`src/rtl/fp_pkg.sv`:
```
// fp_pkg: shared FP32 field widths, saturation constants and converter state encoding
package fp_pkg;
   localparam int EXP_W = 8;
   localparam int FRAC_W = 23;
   localparam int BIAS = 127;
   localparam logic [EXP_W-1:0] EXP_SPECIAL = 8'hFF;
   localparam logic [31:0] INT_MAX = 32'h7FFFFFFF;
   localparam logic [31:0] INT_MIN = 32'h80000000;
   typedef enum logic [1:0] {IDLE, UNPACK, SHIFT, PACK} state_t;
endpackage

```
`src/rtl/fp_unpack.sv`:
```
// fp_unpack: combinational FP32 classifier and shift planner (FP2INT_ROUND_NEAREST_EN widens the shift range to E=-1)
module fp_unpack #(
   parameter int BIAS = fp_pkg::BIAS
) (
   input  logic [31:0] a,
   output logic        s,
   output logic [23:0] mant,
   output logic        is_nan,
   output logic        is_inf,
   output logic        is_zero_or_small,
   output logic        is_ovf,
   output logic        is_min,
   output logic        shl,
   output logic [4:0]  shift_n
);
   import fp_pkg::*;
   logic [EXP_W-1:0]  e;
   logic [FRAC_W-1:0] f;
   assign {s, e, f} = a;
   assign mant = {e != '0, f};
   assign is_nan = e == EXP_SPECIAL && f != '0;
   assign is_inf = e == EXP_SPECIAL && f == '0;
   // exactly -2^31 is the only representable value with E=31
   assign is_min = s && e == 8'(BIAS + 31) && f == '0;
   assign is_ovf = e != EXP_SPECIAL && e >= 8'(BIAS + 31) && !is_min;
`ifdef FP2INT_ROUND_NEAREST_EN
   assign is_zero_or_small = e < 8'(BIAS - 1);
`else
   assign is_zero_or_small = e < 8'(BIAS);
`endif
   assign shl = e >= 8'(BIAS + 23);
   // counts stay within 0..24, so 5-bit modular arithmetic is exact
   assign shift_n = shl ? 5'(e - 8'(BIAS + 23)) : 5'(8'(BIAS + 23) - e);
endmodule

```
`src/rtl/fp_to_int_converter.sv`:
```
// fp_to_int_converter: multi-cycle FP32 to int32 converter (FP2INT_ROUND_NEAREST_EN selects round-half-even)
module fp_to_int_converter #(
   parameter int INT_W = 32,
   parameter int BIAS = fp_pkg::BIAS
) (
   input  logic        clk,
   input  logic        rst,
   input  logic        start,
   input  logic [31:0] a,
   output logic        busy,
   output logic        done,
   output logic [31:0] result,
   output logic        NAN,
   output logic        INF,
   output logic        NEG_INF,
   output logic        ERR
);
   import fp_pkg::*;
   state_t             state_q, state_d;
   logic [31:0]        a_q, a_d;
   logic [INT_W-1:0]   acc_q, acc_d, result_q, result_d, mag;
   logic [4:0]         cnt_q, cnt_d;
   logic               shl_q, shl_d, s_q, s_d, fix_q, fix_d, busy_q, busy_d, done_q, done_d;
   logic [3:0]         flg_q, flg_d, out_q, out_d;
   logic               inc;
   logic               u_s, u_nan, u_inf, u_small, u_ovf, u_min, u_shl;
   logic [23:0]        u_mant;
   logic [4:0]         u_n;
   fp_unpack #(.BIAS(BIAS)) u_unpack (
      .a(a_q), .s(u_s), .mant(u_mant), .is_nan(u_nan), .is_inf(u_inf),
      .is_zero_or_small(u_small), .is_ovf(u_ovf), .is_min(u_min),
      .shl(u_shl), .shift_n(u_n)
   );
`ifdef FP2INT_ROUND_NEAREST_EN
   logic grd_q, grd_d, stk_q, stk_d;
   assign inc = grd_q & (stk_q | acc_q[0]);
   // guard/sticky capture the bits discarded by right shifts
   always_comb begin
      grd_d = grd_q;
      stk_d = stk_q;
      if (state_q == UNPACK) begin
         grd_d = 1'b0;
         stk_d = 1'b0;
      end else if (state_q == SHIFT && !shl_q) begin
         grd_d = acc_q[0];
         stk_d = stk_q | grd_q;
      end
   end
   // guard/sticky registers
   always_ff @(posedge clk) begin
      grd_q <= rst ? 1'b0 : grd_d;
      stk_q <= rst ? 1'b0 : stk_d;
   end
`else
   assign inc = 1'b0;
`endif
   assign mag = acc_q + INT_W'(inc);
   assign busy = busy_q;
   assign done = done_q;
   assign result = result_q;
   assign {NAN, INF, NEG_INF, ERR} = out_q;
   // sequencing: accept, classify, align one bit per cycle, then negate and publish
   always_comb begin
      state_d = state_q;
      a_d = a_q;
      acc_d = acc_q;
      cnt_d = cnt_q;
      shl_d = shl_q;
      s_d = s_q;
      fix_d = fix_q;
      flg_d = flg_q;
      busy_d = busy_q;
      done_d = 1'b0;
      result_d = result_q;
      out_d = out_q;
      unique case (state_q)
         IDLE: if (start) begin
            a_d = a;
            busy_d = 1'b1;
            state_d = UNPACK;
         end
         UNPACK: begin
            s_d = u_s;
            shl_d = u_shl;
            cnt_d = u_n;
            fix_d = u_nan | u_inf | u_ovf | u_min | u_small;
            flg_d = {u_nan, u_inf & !u_s, u_inf & u_s, u_nan | u_ovf};
            acc_d = (u_nan | u_small) ? '0 :
                    (u_inf | u_ovf | u_min) ? (u_s ? INT_MIN : INT_MAX) : INT_W'(u_mant);
            state_d = (fix_d || u_n == '0) ? PACK : SHIFT;
         end
         SHIFT: begin
            acc_d = shl_q ? acc_q << 1 : acc_q >> 1;
            cnt_d = cnt_q - 5'd1;
            state_d = cnt_q == 5'd1 ? PACK : SHIFT;
         end
         PACK: begin
            result_d = fix_q ? acc_q : s_q ? -mag : mag;
            out_d = flg_q;
            done_d = 1'b1;
            busy_d = 1'b0;
            state_d = IDLE;
         end
         default: state_d = IDLE;
      endcase
   end
   // state and output registers; reset aborts any conversion in flight
   always_ff @(posedge clk) begin
      if (rst) begin
         state_q <= IDLE;
         a_q <= '0;
         acc_q <= '0;
         cnt_q <= '0;
         shl_q <= 1'b0;
         s_q <= 1'b0;
         fix_q <= 1'b0;
         flg_q <= '0;
         busy_q <= 1'b0;
         done_q <= 1'b0;
         result_q <= '0;
         out_q <= '0;
      end else begin
         state_q <= state_d;
         a_q <= a_d;
         acc_q <= acc_d;
         cnt_q <= cnt_d;
         shl_q <= shl_d;
         s_q <= s_d;
         fix_q <= fix_d;
         flg_q <= flg_d;
         busy_q <= busy_d;
         done_q <= done_d;
         result_q <= result_d;
         out_q <= out_d;
      end
   end
endmodule

```
`config.mk`:
```
export PLATFORM = sky130hd
export DESIGN_NAME = fp_to_int_converter
export DESIGN_NICKNAME = d
export VERILOG_FILES = /design/src/rtl/fp_pkg.sv /design/src/rtl/fp_unpack.sv /design/src/rtl/fp_to_int_converter.sv
export SDC_FILE = /design/constraint.sdc
export NUM_CORES = 1
export LEC_CHECK = 0
export ABC_AREA = 1
export CORE_MARGIN = 2
export CORE_UTILIZATION = 55
export DETAILED_ROUTE_END_ITERATION = 8
export DONT_BUFFER_PORTS = 1
export PLACE_DENSITY = 0.69
export SLEW_MARGIN = 20
export SYNTH_ARGS = -nofsm -noshare
export SYNTH_HDL_FRONTEND = slang
export SYNTH_SLANG_ARGS = --single-unit
```
`constraint.sdc`:
```
create_clock -name clk -period 4 [get_ports clk]
set_input_delay 1 -clock clk [delete_from_list [all_inputs] [get_ports clk]]
set_output_delay 1 -clock clk [all_outputs]
set_load 0.02 [all_outputs]
```
==> results by group, run 1 <==
Worst setup path
  – Reg2Reg Setup Slack: 1.51 ns
  – FF-to-FF path depth: 8
  – Critical Path Most Common Cell: inv_1
  – Slowest cell on the critical path: a21oi_4
  – Reg2reg start: state_q[0]$_SDFFE_PP0P_
  – Worst setup EP type: flop
  – CP max stage delay: around 0.62 ns
  – R2r endpoint: acc_q[15]$_SDFFE_PP0P_
  – Crit-path cells: inv_1, ha_1, buf_4, inv_1, nand2_2, a21oi_4, nand3_2, a21oi_2
  – Worst Path Required: 4.35 ns
  – Startpoint class of the critical path: flop
  – CP Class: reg2reg
  – Crit path max fanout: 37
  – Crit path DAT: 2.85 ns

Run status
  – Status: finished clean

Placed design
  – Gpl congestion: about 0.9
  – HPWL reported at the end of detailed placement: 11000 um
  – Number of port buffers: 0
  – Dpl cells: 1019
  – Placed cell area: roughly 6300 um2

Yosys
  – Mean Syn Cell Area: 6.84 um2
  – EDFF count, synth: 0
  – Primary FF master, synth: dfxtp_1
  – Syn Inst Count: 924
  – Asr flop ratio synth: 0%
  – Post-Syn Area: 6320 um2
  – Syn Nets: 972
  – Sequential area share after synthesis: between 30% and 40%
  – Yosys warns: 0
  – #FFs+latches synth: 116
  – Library cells used by synthesis: 39

Die
  – Core Region: 11300 um2
  – Chip Width: 111 um
  – Vertical die dimension: 111 um
  – IO Pins: 73
  – Number of placement rows: 39
  – Initial Util: 55.8%
  – Die ar.: ~12000 um2

Timing
  – Rel. slew slack: 28.5%
  – Setup TNS: 0 ns
  – Clock Skew: 0.00954 ns
  – Final hold slack: 0.464 ns
  – Final Cycle Share: between 60% and 70%
  – Max-slew violation count: 0
  – Final hold vios: 0
  – Post-route minimum period: 2.49 ns
  – RSZ-0062 raised after global routing: no
  – Max Clk Rate: 401 MHz
  – # setup viols final: 0
  – Worst-Margin Slew: 1.07 ns

CTS
  – Clock H-tree levels: 4
  – Clk slew on worst S/H paths: 0.06 ns
  – Postcts setup bufs: 0
  – CTS buffer count: 17
  – Post-CTS Hold Buffers: 0
  – Resize count post-CTS: 0
  – Clock latency on the worst-skew pair: 0.43 ns
  – Clock Tree Root: clkbuf_16
  – CTS tree: done
  – Max Buffers Root-to-Sink: 2
  – Clock Sink Count: ~120

Layout
  – ANT cells: 0
  – Layout cells sized above 1: between 8 and 9%
  – Final Net Count: 943
  – Synth-to-Final Area Change: 8.75%
  – Final cell utilization of the core: 60.7%
  – Design Area, Final: 6870 um2
  – Finished Layout Cells: 1050

Power
  – Part of the power in combinational logic: 41.1%
  – Pleak: 2.92 nW
  – Max VDD drop: 497 uV
  – P_int: 0.00319 W
  – Register share of total power: 32.9%
  – Psw: 0.00252 W
  – PD cells: 830 nW/um2
  – Sw frac: approximately 44%
  – Clk pwr share: 26.1%

Route
  – DR WL met2: roughly 7300 um
  – Max layer used: met4
  – Met3 wire len: roughly 1200 um
  – Vias per Instance: 5.73
  – Detailed-route DRC error count: 0
  – Routed Wire Length: approximately 16000 um
  – Antenna viol nets, final: 0
  – Vias: 6021
  – Wl on met1: 7330 um
  – Drt first-iter violations: around 480
  – Drt pass-1 iters: 5
  – Wire per inst: 15.3 um

Hold path
  – Hold_sp: flg_q[0]$_SDFFE_PP0P_
  – Worst Hold Path Cells: 2
  – Hold EP: flg_q[0]$_SDFFE_PP0P_
  – Worst hold path class: reg2reg

Global route
  – Initial antenna violation count: 0
  – Gr ovfl total: 0
  – First-pass GRT wire length: 26800 um
  – Total track usage: 26.5%
  – Largest net degree at the start of global routing: 60
  – Number of global-route vias before repair: around 5400

Job
  – Max-cap viol count: 0
how the worst max path moves through the flow:
stage	startpoint	to	cells after the start
after CTS	state_q[0]$_SDFFE_PP0P_	acc_q[15]$_SDFFE_PP0P_	8
after global routing	state_q[0]$_SDFFE_PP0P_	acc_q[8]$_SDFFE_PP0P_	8
after detailed placement	start	a_q[18]$_SDFFE_PP0P_	4
after global placement	start	a_q[14]$_SDFFE_PP0P_	4
after floorplan	rst	acc_q[13]$_SDFFE_PP0P_	5
final	state_q[0]$_SDFFE_PP0P_	acc_q[15]$_SDFFE_PP0P_	8
Yosys cell counts, types with 12 or more instances:
| cell | number | area [um2] |
|---|---|---|
| xor2_1 | 17 | 149 |
| a21oi_2 | 13 | 114 |
| ha_1 | 13 | 163 |
| nand3_2 | 12 | 120 |
| clkbuf_1 | 45 | 169 |
| nor2_1 | 91 | 342 |
| o21ai_0 | 138 | 691 |
| dfxtp_1 | 116 | 2320 |
| inv_1 | 97 | 364 |
| nand4_1 | 14 | 87.6 |
| nand3_1 | 48 | 240 |
| a21oi_1 | 115 | 576 |
| nand2_1 | 151 | 567 |
metal layers:
metal | GRT usage (%) | vias up
met1 | 35.4 | 2784
met5 | 0 | -
met2 | 41.1 | 218
li1 | - | 2997
met4 | 10.4 | 0
met3 | 7.00 | 22
critical path, delay by kind of cell, from the launching register on:
| family | cells | cell delay (ns) |
|---|---|---|
| AO/OA/AOI/OAI | 2 | 0.78 |
| buffers and inverters | 3 | 0.69 |
| adder cells (fa/ha/maj) | 1 | 0.20 |
| flip-flops | 1 | 0.38 |
| AND/OR/NAND/NOR | 2 | 0.35 |
area by class of cell:
cell class	count	area, um2
Clock buffer	22	474
Clock inverter	9	104
Fill cell	1087	4450
Inverter	101	379
Multi-Input combinational cell	653	3370
Sequential cell	116	2320
Tap cell	143	179
Timing Repair Buffer	6	45.0
state kept, by name (all words and copies together), names as in the netlist:
| register | flops |
|---|---|
| done | 1 |
| fix_q | 1 |
| state_q | 2 |
| shl_q | 1 |
| acc_q | 32 |
| busy | 1 |
| a_q | 32 |
| result | 32 |
| s_q | 1 |
| flg_q | 4 |
| cnt_q | 5 |
| out_q | 4 |
cells in the final DEF (no fill, tap or decap), types with 2 or more instances in the layout:
cell type / count
nand2_4: 2
bufinv_16: 2
o21ai_1: 5
nor3_2: 2
o21ai_0: 138
clkinv_1: 4
a21oi_1: 115
clkbuf_16: 17
nor2_4: 2
xor2_1: 17
clkinvlp_4: 2
nor2_1: 91
ha_1: 12
nand4_1: 14
nand2_2: 4
nor2_2: 3
nand3_2: 12
clkbuf_8: 3
buf_4: 6
inv_1: 96
clkbuf_1: 2
clkinv_2: 4
a21oi_2: 13
nand3_1: 48
o221ai_1: 2
o31ai_1: 5
o211ai_1: 2
nor3_1: 4
nand2_1: 150
dfxtp_1: 116
cells by family (layout without fill, tap and decap cells):
family	count (synthesis)	count (layout)	share of synthesized area, %
simple gates	337	337	24.1
compound gates	285	285	24.1
buf+inv	155	138	10.0
flops	116	116	36.7
xor+xnor	18	18	2.49
fa+ha+maj	13	13	2.57
metrics by stage:
stage	worst slack [ns]	total power, W
2_1_floorplan	2.20	0.00367
3_3_place_gp	1.55	0.00411
3_5_place_dp	1.47	0.00418
4_1_cts	1.55	0.00568
5_1_grt	1.33	0.00613
6_report	1.51	0.00571
power by group through the flow:
stage	sequential, W	combinational, W	clock, W
5_1_grt	0.00192	0.00265	0.00155
6_report	0.00188	0.00234	0.00149
3_3_place_gp	0.00188	0.00223	0
4_1_cts	0.00187	0.00230	0.00150
2_1_floorplan	0.00179	0.00188	0
3_5_place_dp	0.00189	0.00229	0
Power figures use the tool's default switching activity.
==> run 2: changes to the inputs <==
==> constraint.sdc (replaced) <==
create_clock -name clk -period 2.53 [get_ports clk]
set_input_delay 0.6325 -clock clk [delete_from_list [all_inputs] [get_ports clk]]
set_output_delay 0.6325 -clock clk [all_outputs]
set_load 0.02 [all_outputs]
==> run 2 against run 1 <==
Combinational power increased by 59%. Register-to-register slack got worse by 1.0 ns. Non-clock buffer count increased by 5. Die area unchanged. Cell count increased by 0.57%. Flip-flop and latch count unchanged. First-iteration DRC count decreased by 15%. Final area increased by 1.6%. Routed wire length decreased by 1.9%. Via count decreased by 1.4%. Critical path type unchanged. Largest power group unchanged.
==> results by group, run 2 (synthesis gave the netlist of run 1 again) <==
Run status
  – Status: finished clean

CTS
  – Postcts setup bufs: 0
  – CTS buffer count: 17
  – Clock Tree Root: clkbuf_16
  – Clock H-tree levels: 4
  – Post-CTS Hold Buffers: 0
  – Clock latency on the worst-skew pair: 0.42 ns
  – Max Buffers Root-to-Sink: 2
  – Resize count post-CTS: 0
  – Clk slew on worst S/H paths: 0.06 ns
  – Clock Sink Count: 116
  – CTS tree: done

Global route
  – Number of global-route vias before repair: 5443
  – Total track usage: 26.3%
  – Gr ovfl total: 0
  – First-pass GRT wire length: between 20000 and 30000 um
  – Largest net degree at the start of global routing: between 50 and 60
  – Initial antenna violation count: 0

Timing
  – # setup viols final: 0
  – Rel. slew slack: 57.4%
  – Worst-Margin Slew: roughly 0.64 ns
  – RSZ-0062 raised after global routing: no
  – Setup TNS: 0 ns
  – Post-route minimum period: 2.03 ns
  – Clock Skew: ~0.010 ns
  – Final Cycle Share: approximately 80%
  – Max-slew violation count: 0
  – Final hold vios: 0
  – Final hold slack: 0.274 ns
  – Max Clk Rate: 493 MHz

Power
  – PD cells: 1310 nW/um2
  – Max VDD drop: about 580 uV
  – Tot Pwr: 0.00917 W
  – Pleak: 2.97 nW

Placed design
  – Gpl congestion: around 0.93
  – Placed cell area: 6370 um2
  – HPWL reported at the end of detailed placement: 11100 um
  – Number of port buffers: 0

Die
  – Die ar.: 12400 um2
  – Initial Util: 55.8%
  – Number of placement rows: 39
  – Core Region: 11300 um2
  – Vertical die dimension: 111 um
  – IO Pins: 73
  – Chip Width: 111 um

Layout
  – ANT cells: 0
  – Final cell utilization of the core: 61.7%
  – Commonest cells after routing, fill and taps aside: nand2_1, o21ai_0, dfxtp_1
  – Fill cells: 1067
  – Multi-input logic area: 3370 um2
  – Most common cell after layout, fill and taps aside: nand2_1
  – Design Area, Final: 6980 um2
  – Synth-to-Final Area Change: 10.5%
  – Final Net Count: 948
  – Flip-flop and latch area: 2320 um2
  – Layout cells sized above 1: 9.31%

Route
  – Antenna viol nets, final: 0
  – Wire per inst: between 10 and 15 um
  – Drt first-iter violations: ~410
  – Drt pass-1 iters: 5
  – Vias per Instance: between 5 and 6
  – Detailed-route DRC error count: 0
  – Vias: 5935
  – Routed Wire Length: 15800 um

Job
  – Max-cap viol count: 0

Hold path
  – Worst Hold Path Cells: 1
  – Worst hold path class: in2reg

Worst setup path
  – Worst Path Required: ~2.9 ns
  – Crit path DAT: 2.37 ns
  – CP Class: reg2reg
  – Crit path max fanout: 24
  – FF-to-FF path depth: 10
  – Worst setup EP type: flop
  – Startpoint class of the critical path: flop
==> run 2: changes by cell type in the layout (fill, tap and decap cells not counted), sizes merged <==
cell / previous run / this run
clkinvlp: 2 / 5
clkbuf: 22 / 18
bufinv: 2 / 4
buf: 6 / 11
==> run 2: worst max-delay path: stages (launching register included) <==
cell     delay, ns
dfxtp_1       0.48
ha_1          0.28
inv_1         0.07
nor3_2        0.16
nand2_2       0.10
nand2_1       0.11
nand2_2       0.07
a21oi_4       0.11
buf_4         0.31
nand3_1       0.13
a21oi_1       0.15
==> run 2: worst paths after layout <==
kind	startpoint	to	slack, ns
setup / recovery	a_q[24]$_SDFFE_PP0P_	acc_q[8]$_SDFFE_PP0P_	0.50
hold / removal	rst	cnt_q[4]$_SDFFE_PP0P_	0.27
setup reg to reg	a_q[24]$_SDFFE_PP0P_	acc_q[8]$_SDFFE_PP0P_	0.50
hold reg to reg	flg_q[0]$_SDFFE_PP0P_	flg_q[0]$_SDFFE_PP0P_	0.47
==> run 2: power breakdown <==
group / internal [W] / switching, W / total, W / leakage, nW
Combinational: 0.00121 / 0.00252 / 0.00373 / 1.73
Clock: 0.00164 / 0.000848 / 0.00248 / 0.288
Sequential: 0.00235 / 0.000598 / 0.00295 / 0.952
Total: 0.00520 / 0.00397 / 0.00917 / 2.97
==> run 2: through the flow <==
stage / worst slack, ns / std cells
2_1_floorplan: 0.830 / 924
3_3_place_gp: 0.634 / 1024
3_5_place_dp: 0.529 / 1024
4_1_cts: 0.504 / 1056
5_1_grt: 0.312 / 1056
6_report: 0.500 / 1056
==> run 2: cell type report <==
| class | instances | share of cell area (%) |
|---|---|---|
| Clock buffer | 18 | 6.15 |
| Clock inverter | 14 | 2.67 |
| Inverter | 101 | 5.43 |
| Multi-Input combinational cell | 653 | 48.2 |
| Sequential cell | 116 | 33.3 |
| Tap cell | 143 | 2.56 |
| Timing Repair Buffer | 11 | 1.72 |
==> run 2: layer usage <==
| metal | vias up | GRT usage, % | share of wire, % |
|---|---|---|---|
| met1 | 2689 | 35.4 | 46 |
| met2 | 209 | 41.3 | 46 |
| met5 | - | 0 | 0 |
| met4 | 0 | 8.97 | 1.9 |
| met3 | 30 | 6.40 | 6.5 |
| li1 | 3007 | - | - |
